===== config.mk =====
export PLATFORM = sky130hd
export DESIGN_NAME = alu_share_arbiter
export DESIGN_NICKNAME = d
export VERILOG_FILES = /design/src/rtl/alu_share_pkg.sv /design/src/rtl/alu_share_arbiter_rr_arbiter.sv /design/src/rtl/alu_share_arbiter.sv
export SDC_FILE = /design/constraint.sdc
export NUM_CORES = 1
export LEC_CHECK = 0
export CAP_MARGIN = 0
export CORE_ASPECT_RATIO = 1.5
export CORE_MARGIN = 2
export CORE_UTILIZATION = 47
export DETAILED_ROUTE_END_ITERATION = 7
export GPL_ROUTABILITY_DRIVEN = 0
export PLACE_DENSITY = 0.86
export SYNTH_ARGS = -nofsm -noshare
export SYNTH_HDL_FRONTEND = slang
export SYNTH_HIERARCHICAL = 1
export SYNTH_SLANG_ARGS = --single-unit
export TNS_END_PERCENT = 1

===== constraint.sdc =====
create_clock -name clk -period 7 [get_ports clk]
set_input_delay 1.05 -clock clk [delete_from_list [all_inputs] [get_ports clk]]
set_output_delay 1.05 -clock clk [all_outputs]
set_load 0.01 [all_outputs]

===== src/rtl/alu_share_pkg.sv =====
// Shared definitions for the ALU-sharing arbiter: FSM state encoding and default widths.
package alu_share_pkg;

    localparam int DEF_DATA_W = 4;
    localparam int DEF_OP_W   = 3;

    localparam logic [1:0] ST_IDLE = 2'd0;
    localparam logic [1:0] ST_EXEC = 2'd1;
    localparam logic [1:0] ST_RESP = 2'd2;

    typedef enum logic [1:0] {
        IDLE = ST_IDLE,
        EXEC = ST_EXEC,
        RESP = ST_RESP
    } state_t;

endpackage


===== src/rtl/alu_share_arbiter_rr_arbiter.sv =====
// Combinational round-robin picker: first asserted request at or above rrPtr, wrapping.
module rr_arbiter #(
    parameter int NUM_REQ = 4,
    parameter int ID_W    = 2
) (
    input  logic [NUM_REQ-1:0] req,
    input  logic [ID_W-1:0]    rrPtr,
    output logic [NUM_REQ-1:0] grant,
    output logic [ID_W-1:0]    winner,
    output logic               anyReq
);

    int   idx;
    logic found;

    // rrPtr is always kept below NUM_REQ, so one subtraction is enough to wrap.
    always_comb begin
        grant  = '0;
        winner = '0;
        found  = 1'b0;
        idx    = 0;
        for (int k = 0; k < NUM_REQ; k++) begin
            idx = int'(rrPtr) + k;
            if (idx >= NUM_REQ) idx = idx - NUM_REQ;
            if (!found && req[idx]) begin
                found      = 1'b1;
                grant[idx] = 1'b1;
                winner     = ID_W'(idx);
            end
        end
    end

    assign anyReq = |req;

endmodule


===== src/rtl/alu_share_arbiter.sv =====
// Owns one combinational ALU and time-shares it between NUM_REQ requesters:
// round-robin accept, one registered execute cycle, then a held response.
module alu_share_arbiter
    import alu_share_pkg::*;
#(
    parameter int NUM_REQ = 4,
    parameter int DATA_W  = DEF_DATA_W,
    parameter int OP_W    = DEF_OP_W,
    parameter int ID_W    = 2,
    parameter int CNT_W   = 16
) (
    input  logic                      clk,
    input  logic                      rst,
    input  logic [NUM_REQ-1:0]        reqValid,
    output logic [NUM_REQ-1:0]        reqReady,
    input  logic [NUM_REQ*DATA_W-1:0] reqOperandA,
    input  logic [NUM_REQ*DATA_W-1:0] reqOperandB,
    input  logic [NUM_REQ*OP_W-1:0]   reqAluOp,
    output logic [DATA_W-1:0]         aluOperandA,
    output logic [DATA_W-1:0]         aluOperandB,
    output logic [OP_W-1:0]           aluOp,
    input  logic [DATA_W-1:0]         aluResult,
    output logic                      respValid,
    input  logic                      respReady,
    output logic [DATA_W-1:0]         respResult,
    output logic [ID_W-1:0]           respId,
    output logic                      busy,
    output logic [CNT_W-1:0]          opCount
);

    state_t              state, stateNext;
    logic [ID_W-1:0]     rrPtr, ptrNext, winner;
    logic [NUM_REQ-1:0]  grant;
    logic                anyReq;
    logic [DATA_W-1:0]   opA_p0, opB_p0;
    logic [OP_W-1:0]     aluOp_p0;

    rr_arbiter #(
        .NUM_REQ (NUM_REQ),
        .ID_W    (ID_W)
    ) uArb (
        .req    (reqValid),
        .rrPtr  (rrPtr),
        .grant  (grant),
        .winner (winner),
        .anyReq (anyReq)
    );

    assign ptrNext = (int'(winner) == NUM_REQ - 1) ? '0 : winner + 1'b1;

    always_comb begin
        stateNext = state;
        case (state)
            IDLE:    if (anyReq) stateNext = EXEC;
            EXEC:    stateNext = RESP;
            RESP:    if (respReady) stateNext = IDLE;
            default: stateNext = IDLE;
        endcase
    end

    // Handshake outputs are forced low while reset is asserted, whatever the state.
    always_comb begin
        reqReady  = (state == IDLE && !rst) ? grant : '0;
        respValid = (state == RESP) && !rst;
        busy      = (state == EXEC || state == RESP) && !rst;
    end

    // Stage p0: accept and register the winning request
    always_ff @(posedge clk) begin
        if (rst) begin
            state    <= IDLE;
            rrPtr    <= '0;
            opA_p0   <= '0;
            opB_p0   <= '0;
            aluOp_p0 <= '0;
            respId   <= '0;
        end else begin
            state <= stateNext;
            if (state == IDLE && anyReq) begin
                opA_p0   <= reqOperandA[int'(winner)*DATA_W +: DATA_W];
                opB_p0   <= reqOperandB[int'(winner)*DATA_W +: DATA_W];
                aluOp_p0 <= reqAluOp[int'(winner)*OP_W +: OP_W];
                respId   <= winner;
                rrPtr    <= ptrNext;
            end
        end
    end

    // Stage p1: capture ALU result and count completed responses
    always_ff @(posedge clk) begin
        if (rst) begin
            respResult <= '0;
            opCount    <= '0;
        end else begin
            if (state == EXEC) respResult <= aluResult;
            if (state == RESP && respReady) opCount <= opCount + CNT_W'(1);
        end
    end

    assign aluOperandA = opA_p0;
    assign aluOperandB = opB_p0;
    assign aluOp       = aluOp_p0;

endmodule


Word-level counts from Yosys, hierarchy flattened
Index checks and enable logic that the tools add are counted.
{"block": "word_totals", "ram_bits": 0, "memories": 0, "word_cells": 101, "output_inout_bits": 39, "romBits": 0, "in_bits": 55, "regBits": 37, "latch_bits": 0}
{"block": "op_classes", "n_lt_le_gt_ge": 12, "add_sub_neg": 9, "eq_ne": 5, "bitwise": 3, "shifts": 3, "n_mul": 1, "mux": 40, "reduce_logical": 20, "n_div": 0}
{"operator": "32-bit by 1-bit greater-or-equal comparator with 1-bit output (second input constant)", "n": 4}
{"operator": "32-bit by 4-bit < comparator with 1-bit output (second input constant)", "n": 4}
{"operator": "32-bit 2-to-1 mux", "n": 4}
{"operator": "32-bit by 4-bit greater-or-equal comparator with 1-bit output (second input constant)", "n": 3}
{"operator": "32-bit by 4-bit subtractor with 32-bit output (second input constant)", "n": 3}
{"operator": "16-bit by 5-bit indexed part select with 4-bit output", "n": 2}
{"operator": "4-bit 2-to-1 mux", "n": 5}
{"operator": "16-bit by 1-bit adder with 16-bit output (second input constant)", "n": 1}
{"operator": "1-bit 2-to-1 mux", "n": 15}
{"operator": "2-bit 2-to-1 mux", "n": 7}
{"operator": "1-bit logical AND", "n": 12}
{"operator": "4-bit OR", "n": 3}
{"operator": "12-bit by 5-bit indexed part select with 3-bit output", "n": 1}
{"operator": "1-bit binary-select mux with 2-bit select", "n": 4}
{"operator": "1-bit demux with 2-bit select", "n": 4}
{"operator": "2-bit by 2-bit adder with 3-bit output (second input constant)", "n": 2}
{"operator": "2-bit one-hot mux with 3 select lines", "n": 1}
{"operator": "2-bit by 1-bit equality test with 1-bit output (second input constant)", "n": 2}
{"operator": "1-bit zero test", "n": 4}
{"operator": "2-bit by 2-bit multiplier with 4-bit output (second input constant)", "n": 1}
{"operator": "2-bit inequality test (second input constant)", "n": 2}
{"operator": "4-bit OR reduction", "n": 1}
{"operator": "2-bit by 3-bit subtractor with 4-bit output (second input constant)", "n": 1}
{"operator": "2-bit by 1-bit adder with 3-bit output (second input constant)", "n": 1}
{"operator": "6 further kinds", "n": 6}

Longest topological paths before layout
Gate-level depths: netlist of run 1.
{"block": "logic_depth", "ltp_word": 17, "mapped_depth": 12, "mapped_depth_nobuf": 11}

Cells and area by module
Netlist of run 1, hierarchy kept.
{"mod": "alu_share_arbiter", "cells_each": 196, "n_inst": 1, "area_each_um2": 1833.0, "seq_area_each_um2": 740.7}
{"mod": "rr_arbiter", "cells_each": 50, "n_inst": 1, "area_each_um2": 464.2, "seq_area_each_um2": 0.0}

Worst setup path before layout of run 1
Ideal clock, no wire load.
{"block": "synth_timing", "path_type": "input-to-reg", "startpoint": "input reqValid[3]", "endpoint": "register aluOp_p0[0] (netlist: aluOp[0])", "arrival_time_ns": 3.387, "required_time_ns": 6.868, "path_buffers": 2, "setup_time_ns": 0.132, "slack_ns": 3.481, "cell_stages": 7, "cell_sequence": "mux4_2 buf_6 o31ai_1 buf_2 mux4_2 nand2_1 a21oi_1"}
{"block": "synth_between", "elab_chain_cells": 15}
{"element": "start: declaration", "line": "alu_share_arbiter.sv:14", "source": "input logic [NUM_REQ-1:0] reqValid,"}
{"element": "1-bit binary-select mux with 2-bit select", "line": "alu_share_arbiter_rr_arbiter.sv:25", "source": "if (!found && req[idx]) begin"}
{"element": "1-bit 2-to-1 mux (implied by the code) (2 in series)", "line": "alu_share_arbiter_rr_arbiter.sv:25"}
{"element": "1-bit 2-to-1 mux", "line": "alu_share_arbiter_rr_arbiter.sv:25"}
{"element": "1-bit zero test", "line": "alu_share_arbiter_rr_arbiter.sv:25"}
{"element": "1-bit logical AND", "line": "alu_share_arbiter_rr_arbiter.sv:25"}
{"element": "1-bit 2-to-1 mux", "line": "alu_share_arbiter_rr_arbiter.sv:25"}
{"element": "1-bit zero test", "line": "alu_share_arbiter_rr_arbiter.sv:25"}
{"element": "1-bit logical AND", "line": "alu_share_arbiter_rr_arbiter.sv:25"}
{"element": "1-bit 2-to-1 mux", "line": "alu_share_arbiter_rr_arbiter.sv:25"}
{"element": "1-bit zero test", "line": "alu_share_arbiter_rr_arbiter.sv:25"}
{"element": "1-bit logical AND", "line": "alu_share_arbiter_rr_arbiter.sv:25"}
{"element": "2-bit 2-to-1 mux (*)", "line": "alu_share_arbiter_rr_arbiter.sv:25"}
{"element": "named net winner[0]", "line": "alu_share_arbiter.sv:32", "source": "logic [ID_W-1:0] rrPtr, ptrNext, winner;"}
{"element": "2-bit by 2-bit multiplier with 4-bit output (*)", "line": "alu_share_arbiter.sv:82", "source": "aluOp_p0 <= reqAluOp[int'(winner)*OP_W +: OP_W];"}
{"element": "12-bit by 5-bit indexed part select with 3-bit output (*)", "line": "alu_share_arbiter.sv:82"}
{"element": "end signal: assignment", "line": "alu_share_arbiter.sv:82"}
{"element": "end: declaration", "line": "alu_share_arbiter.sv:36", "source": "logic [OP_W-1:0] aluOp_p0;"}
The timed path passes the listed nets; every way through them passes the cells marked *. The select of a mux whose other input is x is not followed.
A chain may end at the register's enable or synchronous reset.

Worst setup path after layout of run 1
{"block": "layout_timing", "startpoint": "input reqValid[1]", "endpoint": "output reqReady[0]"}
{"block": "layout_between", "elab_chain_cells": 14}
{"element": "1-bit binary-select mux with 2-bit select", "line": "alu_share_arbiter_rr_arbiter.sv:25"}
{"element": "1-bit 2-to-1 mux (implied by the code) (2 in series)", "line": "alu_share_arbiter_rr_arbiter.sv:25"}
{"element": "1-bit 2-to-1 mux", "line": "alu_share_arbiter_rr_arbiter.sv:25"}
{"element": "1-bit zero test", "line": "alu_share_arbiter_rr_arbiter.sv:25"}
{"element": "1-bit logical AND", "line": "alu_share_arbiter_rr_arbiter.sv:25"}
{"element": "1-bit 2-to-1 mux", "line": "alu_share_arbiter_rr_arbiter.sv:25"}
{"element": "1-bit zero test", "line": "alu_share_arbiter_rr_arbiter.sv:25"}
{"element": "1-bit logical AND", "line": "alu_share_arbiter_rr_arbiter.sv:25"}
{"element": "1-bit 2-to-1 mux", "line": "alu_share_arbiter_rr_arbiter.sv:25"}
{"element": "1-bit zero test", "line": "alu_share_arbiter_rr_arbiter.sv:25"}
{"element": "1-bit logical AND", "line": "alu_share_arbiter_rr_arbiter.sv:25"}
{"element": "4-bit 2-to-1 mux (*)", "line": "alu_share_arbiter_rr_arbiter.sv:25"}
{"element": "named net grant[0]", "line": "alu_share_arbiter.sv:33", "source": "logic [NUM_REQ-1:0] grant;"}
{"element": "4-bit 2-to-1 mux (*)", "line": "alu_share_arbiter.sv:63", "source": "reqReady = (state == IDLE && !rst) ? grant : '0;"}
{"element": "end: declaration", "line": "alu_share_arbiter.sv:15", "source": "output logic [NUM_REQ-1:0] reqReady,"}
Marks and branches as above.

==> impl_metrics.toml, run 1 <==
[timing]
layout_min_cycle_time_ps = 4490
hold_viol = 0
slew_headroom = 0.3716
rsz0062_at_grt = "false"
finClkSkew_ps = 7.995
setup_violations = 0
tightest_slew_ps = 942.7
layout_setup_ws_ps = 2510
clock.fmax_mhz = 222.7
period_share = 0.6415
slew_violations = 0
fin_setup_tns_ps = 0

[die]
fp.dieH_um = 89.63
dieArea_sq_um = 5474
placementRows = 31
core-area_sq_um = 4771
initial_core_util = 0.4815
pin_count = 94
die_width_um = 61.08

[logic_synthesis]
avgSynthCellArea_sq_um = 9.338
ys_ff_latch = 37
synthArstFlopShare = 0
synth_cell_types = 40
synth_area_leaders = "dfxtp_1 (32%), mux4_2 (14%), ha_1 (8.2%), nand2_1 (6.0%), a21oi_1 (5.2%)"
synth_fp_nets = 316
syn_area_sq_um = 2297
synth_top_flop_cell = "dfxtp_1"
yosysTopAreaCellShare = 0.3224
seq_area_frac_synth = 0.3224
yosysWarnings = 6
yosys.area.top_type = "dfxtp_1"
synth_edf_count = 0
synthCells = 246

[place]
post-place-cells = 396
place_area_sq_um = 3288
place_hpwl_um = 4643
dp_slack_ps = 2535
port_buffers = 93

[detailed_routing]
wl_per_cell_um = 14.79
totalWireLength_um = 5974
vias_per_cell = 5.522
drc_errors = 0
drtIter0Drc = 140
ant_nets = 0
first_pass_iters = 4
via_count = 2231

[critical_path]
cpMostUsedCell = "clkdlybuf4s50_1"
start_kind = "input port"
r2r_start = "rrPtr[0]"
crit_fanout = 8
r2r_cells = 8
cp.arrival_ps = 3440
path_cells = "clkdlybuf4s50_1 > mux4_2 > nand2b_4 > nor3_4 > a22oi_1 > o21ai_1 > and2_1 > clkdlybuf4s50_1"
r2r-end = "aluOperandB[1]"
slowest_stage = "mux4_2"
r2r_setup_slack_ps = 3350
slowest_delay_ps = 540
worstSetupPathType = "input port to primary output"
cp.required_ps = 5950
cp-end-kind = "primary output"

[clock_tree]
cts_buffers = 5
cts_resized = 0
clkTransAtPathRegs_ps = 80
clk_latency_ps = 290
cts_hold_buf = 0
cts_root_buffer = "clkbuf_8"
cts.sinks = 37
htreeDepth = 2
clockBufferDepth = 2
cts_setup_buffers = 0
cts_tree = "yes"

[pwr]
seqPwrFrac = 0.284
pwr-share-comb = 0.535
power_leakage_nw = 1.224
swShare = 0.3582
p_int_mw = 0.6439
clkPwrFrac = 0.181
peakVddDrop_v = 0.0002243
p_switching_mw = 0.3593
power_density_nw_per_um2 = 295.1
finalPower_mw = 1.003

[final_layout]
area.growth.synth_to_final_pct = 47.98
fin_nets = 407
fin_area_sq_um = 3400
drive_gt1_frac = 0.08876
n_antenna_cell = 0
layout.cells.non_filler = 404

[global_routing]
grt_overflow = 0
grt_pass1_wl_um = 9577
groute.usage.overall = 0.2308
grt_max_degree = 41
grt_pass1_vias = 2138
grt_antenna_before_repair = 0

[worst_hold_path]
hold_start = "aluOperandB[3]"
hold_class = "register to register"
hold_end = "aluOperandB[3]"
holdPathStages = 2

[flow_run]
max_cap_viol_count = 0

[status]
status = "complete, no violations"
-- layer usage --
| layer | up-vias | track usage | share of wire |
|---|---|---|---|
| met5 | - | 0 | 0 |
| met4 | 0 | 0.08696 | 0.027 |
| met3 | 15 | 0.03295 | 0.029 |
| met2 | 61 | 0.4400 | 0.58 |
| met1 | 1070 | 0.2464 | 0.37 |
| li1 | 1085 | - | - |
-- flip-flops by register name, summed over array words and instances (netlist names) --
register     cells
aluOp            3
aluOperandA      4
aluOperandB      4
opCount         16
respId           2
respResult       4
rrPtr            2
state            2
-- cells in the final DEF (no fill, tap or decap), types with 2 or more instances in the layout --
cell / count
a21oi_1: 24
a22oi_1: 8
and2_1: 4
and4_1: 2
buf_4: 2
clkbuf_8: 5
clkdlybuf4s50_1: 93
dfxtp_1: 37
ha_1: 15
inv_1: 8
mux2i_1: 8
mux4_2: 14
nand2_1: 37
nand3_1: 4
nand4_1: 6
nor2_1: 18
nor3_1: 2
o21ai_0: 3
o21ai_1: 6
o22ai_1: 2
o31ai_1: 6
or4_1: 7
xor2_1: 7
-- cell type report --
class	instances	area, sq um
Clock buffer	6	72.57
Clock inverter	2	38.79
Fill cell	378	1371
Multi-Input combinational cell	189	1485
Tap cell	66	82.58
Inverter	9	33.78
Timing Repair Buffer	95	945.9
Sequential cell	37	740.7
-- logic make-up (layout without fill, tap and decap cells) --
family	count (synthesis)	in the layout	synth area share
AOI/OAI and AO/OA	54	54	0.1405
xor gates and xnor gates	7	7	0.02669
adders and majority gates	15	15	0.08170
buffers and inverters	20	112	0.03704
DFF	37	37	0.3224
muxes	23	23	0.1836
and+or+nand+nor	90	90	0.2081
-- how the worst max path moves through the flow --
stage	start	end	slack, ps	cells after the start
6_report	reqValid[1]	reqReady[0]	2510	8
5_1_grt	rrPtr[0]	reqReady[0]	2320	8
4_1_cts	reqValid[1]	reqReady[0]	2530	8
3_5_place_dp	reqValid[1]	reqReady[0]	2540	8
3_3_place_gp	reqValid[1]	reqReady[0]	2600	8
2_1_floorplan	reqValid[3]	aluOp[0]	3480	7
-- critical path, delay by kind of cell --
| kind | cells | cell delay (ps) |
|---|---|---|
| buffers and inverters | 2 | 1050 |
| AND/OR/NAND/NOR | 3 | 580 |
| multiplexers | 1 | 540 |
| AO/OA/AOI/OAI | 2 | 200 |
-- through the flow --
step	utilization	hold slack, ps
floorplan	-	480.5
global placement	0.6892	442.3
detailed placement	0.6892	447.2
CTS	0.7126	458.6
global route	0.7126	487.3
finish	0.7126	458.5
-- Yosys cell counts, types with 2 or more instances --
cell type	instances
nor3_1	2
and2_1	4
o21ai_0	3
buf_2	2
nand3_1	4
o21ai_1	6
inv_1	8
or4_1	7
ha_1	15
o31ai_1	7
and4_1	2
clkbuf_1	6
dfxtp_1	37
mux4_2	14
buf_1	2
a22oi_1	8
mux2i_1	8
nand2_1	37
nor2_1	18
o22ai_1	2
a21oi_1	24
nand4_1	6
xor2_1	7
-- power by group through the flow --
stage | clock, mW | sequential [mW] | combinational, mW
2_1_floorplan | 0 | 0.291 | 0.361
3_3_place_gp | 0 | 0.287 | 0.531
3_5_place_dp | 0 | 0.289 | 0.542
4_1_cts | 0.186 | 0.285 | 0.544
5_1_grt | 0.194 | 0.291 | 0.588
6_report | 0.181 | 0.285 | 0.536
Note: power is estimated with default switching activity, not from simulation.
==> run 2: changes to the inputs <==
Settings changed: CORE_UTILIZATION 47 to 39, PLACE_DENSITY 0.86 to 0.77.
Clock period 7 ns to 4.1 ns, I/O delays scaled along.
==> impl_metrics.toml, run 2 (synthesis gave the netlist of run 1 again) <==
[detailed_routing]
drtIter0Drc = 121
first_pass_iters = 4
drc_errors = 0
via_count = 2223
vias_per_cell = 5.396
wl_per_cell_um = 14.66
totalWireLength_um = 6038
ant_nets = 0

[die]
die_width_um = 66.67
initial_core_util = 0.4000
dieArea_sq_um = 6533
fp.dieH_um = 98.00
core-area_sq_um = 5743
placementRows = 34
pin_count = 94

[pwr]
p_int_mw = 1.047
pwr-share-comb = 0.581
peakVddDrop_v = 0.0003760
swShare = 0.3697
power_leakage_nw = 1.219
power_density_nw_per_um2 = 489.9
seqPwrFrac = 0.274
p_switching_mw = 0.6141
clkPwrFrac = 0.145

[timing]
setup_violations = 0
period_share = 0.8902
slew_headroom = 0.3373
clock.fmax_mhz = 274.0
hold_viol = 0
rsz0062_at_grt = "false"
tightest_slew_ps = 994.0
finClkSkew_ps = 3.517
layout_min_cycle_time_ps = 3650
slew_violations = 0
fin_setup_tns_ps = 0

[clock_tree]
cts.sinks = 37
cts_tree = "yes"
cts_root_buffer = "clkbuf_8"
cts_setup_buffers = 0
cts_resized = 0
clockBufferDepth = 2
clkTransAtPathRegs_ps = 70
clk_latency_ps = 280
cts_buffers = 5
cts_hold_buf = 0
htreeDepth = 2

[final_layout]
fillers = 512
layout.cells.non_filler = 412
final_cell_mix = "clkdlybuf4s50_1 (93), nand2_1 (37), dfxtp_1 (37), a21oi_1 (24), nor2_1 (18)"
n_antenna_cell = 0
fin_nets = 409
area.growth.synth_to_final_pct = 47.60
seqCellArea_sq_um = 740.7
drive_gt1_frac = 0.08824
largest_register_ffs = 16
multiInputGateArea_sq_um = 1485
final_common_cell = "clkdlybuf4s50_1"
top_register = "opCount"

[critical_path]
worstSetupPathType = "input port to primary output"
start_kind = "input port"
r2r_setup_slack_ps = 1020
r2r-end = "aluOperandB[3]"
crit_fanout = 8
cp-end-kind = "primary output"
r2r_cells = 8
r2r_start = "rrPtr[1]"
cp.arrival_ps = 3030
cp.required_ps = 3480

[global_routing]
grt.busiest_layer = "met2"
grt_pass1_wl_um = 9522
met1_usage = 0.2095
grt_max_degree = 30
grt_util_met3 = 0.02419
groute.usage.overall = 0.1886
grt_pass1_vias = 2003
grt_overflow = 0
use_met2 = 0.3562
grt_antenna_before_repair = 0

[place]
post-place-cells = 404
place_hpwl_um = 4677
port_buffers = 93

[worst_hold_path]
hold_end = "aluOperandA[3]"
hold_start = "aluOperandA[3]"
holdPathStages = 2
hold_class = "register to register"

[status]
status = "complete, no violations"

[flow_run]
max_cap_viol_count = 0
run 2: changes by cell type in the layout (fill, tap and decap cells not counted):
cell,before,now
clkbuf_1,1,3
buf_4,2,4
clkinv_4,1,0
bufinv_16,1,0
run 2: routing by layer:
metal | part of all wire | vias up
met1 | 0.39 | 1070
met4 | 0.012 | 0
li1 | - | 1092
met5 | 0 | -
met3 | 0.031 | 4
met2 | 0.57 | 57
run 2: layout make-up:
type | instances | area share
Multi-Input combinational cell | 189 | 0.4380
Timing Repair Buffer | 97 | 0.2834
Tap cell | 72 | 0.02657
Sequential cell | 37 | 0.2185
Inverter | 9 | 0.009963
Clock buffer | 8 | 0.02362
run 2: worst max-delay path by stage:
| stage | from | to | slack [ps] | cells after the start |
|---|---|---|---|---|
| final | reqValid[1] | reqReady[0] | 450 | 8 |
| after global placement | reqValid[1] | reqReady[0] | 530 | 8 |
| after CTS | reqValid[1] | reqReady[0] | 480 | 8 |
| after global routing | reqValid[1] | reqReady[0] | 360 | 8 |
| after detailed placement | reqValid[3] | aluOp[2] | 480 | 6 |
| after floorplan | rrPtr[0] | aluOp[0] | 730 | 10 |
run 2: stage by stage:
step             util  hold WS (ps)  total power, mW  cell area [sq um]  setup slack (ps)
4_1_cts        0.5904         454.6            1.676               3391             478.1
3_3_place_gp   0.5765         442.5            1.403               3311             533.0
5_1_grt        0.5904         470.0            1.777               3391             361.2
2_1_floorplan       -         480.5            1.112               2297             727.8
6_report       0.5904         453.4            1.661               3391             450.0
3_5_place_dp   0.5765         446.6            1.432               3311             483.0
run 2: critical path: stages:
cell	delay, ps
clkdlybuf4s50_1	520
mux4_2	550
nand2b_4	180
nor3_4	280
a22oi_1	120
o21ai_1	100
and2_1	140
clkdlybuf4s50_1	530
run 2: power groups by stage:
stage | Combinational [mW] | Clock, mW | Sequential (mW)
2_1_floorplan | 0.616 | 0 | 0.496
3_3_place_gp | 0.941 | 0 | 0.462
3_5_place_dp | 0.969 | 0 | 0.463
4_1_cts | 0.970 | 0.250 | 0.456
5_1_grt | 1.05 | 0.264 | 0.462
6_report | 0.965 | 0.240 | 0.455
